**src/rtl/alu_op_arbiter.sv**
```systemverilog
// Two-requester sequencer for the shared gate-level ALU: grant, hold inputs for SETTLE_CYCLES, capture, ack.
// Build option: define ALU_ARB_FIXED_PRIO_EN for fixed priority (req0 wins) instead of round-robin.
module alu_op_arbiter #(
  parameter int unsigned SETTLE_CYCLES = 4
) (
  input  logic       clock,
  input  logic       reset,
  input  logic       req0,
  input  logic [2:0] op0,
  input  logic [3:0] a0,
  input  logic [3:0] b0,
  input  logic       c0,
  output logic       ack0,
  input  logic       req1,
  input  logic [2:0] op1,
  input  logic [3:0] a1,
  input  logic [3:0] b1,
  input  logic       c1,
  output logic       ack1,
  output logic [3:0] result,
  output logic       carry,
  output logic [2:0] alu_mode,
  output logic [3:0] alu_a,
  output logic [3:0] alu_b,
  output logic       alu_c,
  input  logic [3:0] alu_regout,
  input  logic       alu_carryout,
  output logic       busy,
  output logic       grant_id
);

  typedef enum logic [1:0] {IDLE, SETTLE, DONE} state_t;

  localparam logic [3:0] CNT_LOAD = 4'(SETTLE_CYCLES - 1);

  state_t     state, state_next;
  logic [3:0] cnt, cnt_next;
  logic       grant, capture, winner;

`ifdef ALU_ARB_FIXED_PRIO_EN
  assign winner = ~req0;
`else
  logic last_grant;

  // Contention goes to whoever was not served last; a lone request always wins.
  assign winner = (req0 && req1) ? ~last_grant : req1;

  always_ff @(posedge clock) begin
    if (reset)      last_grant <= 1'b1;
    else if (grant) last_grant <= winner;
  end
`endif

  always_comb begin
    state_next = state;
    cnt_next   = cnt;
    grant      = 1'b0;
    capture    = 1'b0;
    case (state)
      IDLE: begin
        if (req0 || req1) begin
          grant      = 1'b1;
          cnt_next   = CNT_LOAD;
          state_next = SETTLE;
        end
      end
      SETTLE: begin
        if (cnt == '0) begin
          capture    = 1'b1;
          state_next = DONE;
        end else begin
          cnt_next = cnt - 4'd1;
        end
      end
      DONE:    state_next = IDLE;
      default: state_next = IDLE;
    endcase
  end

  always_ff @(posedge clock) begin
    if (reset) begin
      state    <= IDLE;
      cnt      <= '0;
      result   <= '0;
      carry    <= 1'b0;
      alu_mode <= '0;
      alu_a    <= '0;
      alu_b    <= '0;
      alu_c    <= 1'b0;
      grant_id <= 1'b0;
    end else begin
      state <= state_next;
      cnt   <= cnt_next;
      if (grant) begin
        grant_id <= winner;
        alu_mode <= winner ? op1 : op0;
        alu_a    <= winner ? a1  : a0;
        alu_b    <= winner ? b1  : b0;
        alu_c    <= winner ? c1  : c0;
      end
      if (capture) begin
        result <= alu_regout;
        carry  <= alu_carryout;
      end
    end
  end

  assign busy = (state != IDLE);
  assign ack0 = (state == DONE) && !grant_id;
  assign ack1 = (state == DONE) &&  grant_id;

endmodule

```
**config.mk**
```make
export PLATFORM = sky130hd
export DESIGN_NAME = alu_op_arbiter
export DESIGN_NICKNAME = d
export VERILOG_FILES = /design/src/rtl/alu_op_arbiter.sv
export SDC_FILE = /design/constraint.sdc
export NUM_CORES = 1
export LEC_CHECK = 0
export ABC_AREA = 1
export CORE_AREA = 2 2 56 58
export DETAILED_ROUTE_END_ITERATION = 7
export DIE_AREA = 0 0 58 60
export GPL_TIMING_DRIVEN = 0
export PLACE_DENSITY = 0.82
export SYNTH_ARGS = -nofsm -noshare
export SYNTH_HDL_FRONTEND = slang
export SYNTH_SLANG_ARGS = --single-unit
```
**constraint.sdc**
```tcl
create_clock -name clock -period 1.6 [get_ports clock]
set_input_delay 0.32 -clock clock [delete_from_list [all_inputs] [get_ports clock]]
set_output_delay 0.32 -clock clock [all_outputs]
set_load 0.01 [all_outputs]
```
# == Yosys cells after proc, flatten, opt, wreduce, memory -nomap -nowiden ==
# Index checks and enable logic that the tools add are counted.
# totals
regBits,25
in_bits,33
out_inout_bits,21
word_cells,43
# op_classes
add_sub_neg,1
eq_ne,5
muxes,15
bitwise_logic,1
n_reduce_logical,11
# op_table
operator,count
$mux 4,4
$pmux 4 s2,1
$mux 1,6
$ne 2x2->1 const B,3
$logic_not 4->1,1
$mux 2,2
$pmux 2 s2,1
$reduce_bool 2->1,2
$sub 4x1->4 const B,1
$logic_and 1x1->1,3
$mux 3,1
$reduce_and 3->1,1
$eq 2x1->1 const B,1
$eq 2x2->1 const B,1
$logic_not 2->1,1
$reduce_and 2->1,1
$logic_not 1->1,1
$logic_or 1x1->1,1
$not 1->1,1

# == Logic depth before layout (Yosys ltp) ==
# Gate-level depths: netlist of run 1.
# depth
ltp_word,3
depth_mapped,8
ltp_nobuf,8

# == Worst setup path before layout of run 1 ==
# OpenSTA, ideal clock, no wires.
# synth_path
kind,reg-to-reg
start,register cnt[0]
end,register cnt[2]
setup_ns,0.115
t_arrival_ns,1.015
required_time_ns,1.485
setup_slack_ns,0.470
path_stages_with_launch,9
n_path_buf,0
synth_period_minus_slack_ns,1.130
cell_sequence,dfxtp_1 inv_1 ha_1 nand2_1 nand2_1 nand2_1 nand3_1 nand2_1 nor2_1
# synth_between
elab_chain_cells,3
word_cells_on_any_way,6
classes_between,1 x add/sub; 1 x eq/ne; 2 x mux; 2 x reduce/logical
# synth_lines
element,line_no,source
start: declaration,37,"logic [3:0] cnt, cnt_next;"
start signal: assignment,93,cnt <= cnt_next;
$sub 4x1->4 / $logic_not 4->1 (equally long branches),"72, 68",
$mux 4 / $ne 2x2->1 (equally long branches),-,
$pmux 4 s2 / $reduce_and 3->1 (equally long branches),-,
# Parallel ways exist; a longest one is shown, timed or not. The select of a mux whose other input is x is not followed.
# A chain may end at the register's enable or synchronous reset.

# == Worst setup path after layout of run 1 ==
# layout_path
start,register grant_id
end,output port grant_id
# layout_lines
element,line_no,source
start: declaration,29,output logic grant_id
start signal: assignment,95,grant_id <= winner;
# No word-level cell between the ends.

==> flow_summary.ini, run 1 <==
[outcome]
status = complete, no violations

[clock_network]
cts_hold_buf = 0
numClockSinks = 25
cts_resized = 6
root_buffer = clkbuf_4
path_clk_slew_ns = 0.13
post_cts_buffers = 0
cts_tree = yes
htreeDepth = 1
cts_made_buffers = 3
clock_latency_ns = 0.31
cts_buffer_depth = 2

[critical_path]
arrival_ns = 1.24
path_cells = clkdlybuf4s50_1
crit_family = buffers and inverters
slowest_delay_ns = 0.56
cp.required_ns = 1.28
worst-path-buf-inv = 1
end_kind = output port
critical_path_class = reg -> out
startpoint_type = register
crit_slowest_cell = clkdlybuf4s50_1
path_max_fanout = 4

[final_layout]
drive_gt1_frac = 0.08040
n_antenna_cell = 0
postLayoutCoreUtil = 0.5724
nFillCells = 277
design_area_um2 = 1662
syn2layout_area_growth_pct = 56.60
nets = 235

[floorplanning]
initial_core_util = 0.3655
die-area_um2 = 3480
io-pin-count = 54
rows = 20
core_um2 = 2903
die_w_um = 58
dieHeight_um = 60

[timing]
period_needed_ns = 1.560
worst_pin_slew_ns = 0.3432
setup_violations = 0
fin_skew_ns = 0.005610
relSlewSlack = 0.7705
slew_violations = 0
fmax_ghz = 0.6409
timing_hold_violations_final = 0
setup_slack_ns = 0.03963
timing.final.crit_share = 0.9752
rsz0062_at_grt = no

[synth]
syn_inst = 142
yosysSeqAreaShare = 0.4717
synth_area_leaders = dfxtp_1, nor2_1, o21ai_0
syn_area_um2 = 1061
postSynthAreaPerCell_um2 = 7.472
yosys_warnings = 0
synth.distinct_cells = 17
synth_seq_cells = 25
synth_top_area_frac = 0.4717
syn-num-nets = 177
yosys.area.top_type = dfxtp_1

[min_path]
hold_path.class = reg -> reg

[grt]
grt_overflow = 0
track_usage = 0.1495
antenna_found_initial = 0
grt_max_degree = 14
grt_pass1_wl_mm = 4.064
grt_pass1_vias = 1018

[drt]
wl_met2_mm = 1.114
ant_nets = 0
wl_met3_um = 185
drc = 0
via_count = 1077
top_layer_used = met4
post_drt_wl_per_cell_um = 10.24
dr.pass1.iters = 4
met1_length_mm = 1.044
viasPerCell = 4.642
initialDrtViolationCount = 22
wl_mm = 2.376

[pwr]
power_leakage_nw = 0.6960
peakVddDrop_uv = 601.4
power_density_nw_per_um2 = 944.4

[placed_design]
io_buffers = 53
hpwl_mm = 1.853
place.gp.congestion = 0.6845
placed_area_um2 = 1633
dp_slack_ns = -0.07770

[run]
cap_violations = 0
-- flip-flops by register name, indices dropped and copies added (netlist names) --
name / cells
alu_a: 4
alu_b: 4
alu_c: 1
alu_mode: 3
carry: 1
cnt: 4
grant_id: 1
last_grant: 1
result: 4
state: 2
-- cell type report --
type                            instances  area (um2)  area share
Buffer                                  4       28.78     0.01732
Multi-Input combinational cell        101       486.7      0.2929
Clock buffer                            4       26.28     0.01581
Inverter                               12       45.04     0.02711
Timing Repair Buffer                   53       529.3      0.3185
Tap cell                               33       41.29     0.02485
Sequential cell                        25       504.2      0.3035
-- placed cells by master (no fill, tap or decap) --
| cell | n |
|---|---|
| dlymetal6s2s_1 | 1 |
| nor2_1 | 30 |
| nor2_4 | 3 |
| clkdlybuf4s50_1 | 49 |
| nor3_1 | 2 |
| clkbuf_1 | 1 |
| buf_2 | 2 |
| dfxtp_1 | 22 |
| and3_2 | 1 |
| buf_4 | 1 |
| buf_6 | 1 |
| o21ai_0 | 19 |
| inv_2 | 1 |
| dlygate4sd2_1 | 3 |
| inv_1 | 11 |
| clkbuf_4 | 3 |
| a21oi_1 | 4 |
| ha_1 | 2 |
| dfxtp_2 | 3 |
| o21ai_1 | 12 |
| nand3_1 | 4 |
| nand2_1 | 23 |
| o21ai_4 | 1 |
-- cell families (layout without fill, tap and decap cells) --
family	count (synthesis)	count (layout)	synth area share
AOI/OAI and AO/OA	36	36	0.1804
adders and majority gates	2	2	0.02358
buffers and inverters	16	73	0.06957
DFF	25	25	0.4717
and+or+nand+nor	63	63	0.2547
-- per-layer routing --
metal	up-vias	global-route usage
met4	0	0.04983
met1	456	0.1676
met3	4	0.03896
met5	-	0
li1	574	-
met2	43	0.2744
-- through the flow --
step / setup TNS, ns / hold WS, ns / total power (W) / cells
after global placement: -0.3250 / 0.4400 / 0.001309 / 228
after global routing: 0 / 0.4834 / 0.001669 / 232
after floorplan: 0 / 0.3891 / 0.001048 / 142
after detailed placement: -0.5272 / 0.4492 / 0.001318 / 228
final: 0 / 0.4647 / 0.001569 / 232
after CTS: 0 / 0.4692 / 0.001585 / 232
-- power by group --
group          total (W)  internal [W]  switching [W]
Clock           0.000273     0.0000973       0.000176
Sequential      0.000768      0.000714      0.0000547
Combinational   0.000527      0.000281       0.000247
Total            0.00157       0.00109       0.000478
-- path summary, 6_finish.rpt --
check | from | to | slack, ns | cells past startpoint
setup reg to reg | cnt[0] | cnt[3] | 0.34 | 8
hold / removal | alu_b[1] | alu_b[1] | 0.46 | 2
setup / recovery | grant_id | grant_id | 0.04 | 1
hold reg to reg | alu_b[1] | alu_b[1] | 0.46 | 2
-- synthesized netlist by cell type, drive strengths merged --
library cell and n:
nor2 33, nor3 2, nand2 23, nand3 4, a21oi 4, ha 2
o21ai 32, buf 4, dfxtp 25, inv 12, and3 1
Power figures use the tool's default switching activity.
==> run 2, diff against run 1 <==
--- a/config.mk
+++ b/config.mk
@@ -7,6 +7,7 @@
 export LEC_CHECK = 0
 export ABC_AREA = 1
 export CORE_AREA = 2 2 56 58
+export CTS_CLUSTER_DIAMETER = 40
 export DETAILED_ROUTE_END_ITERATION = 7
 export DIE_AREA = 0 0 58 60
 export GPL_TIMING_DRIVEN = 0
==> results of run 2 <==
Same layout as run 1: the final DEF is identical, and so are final timing and power.
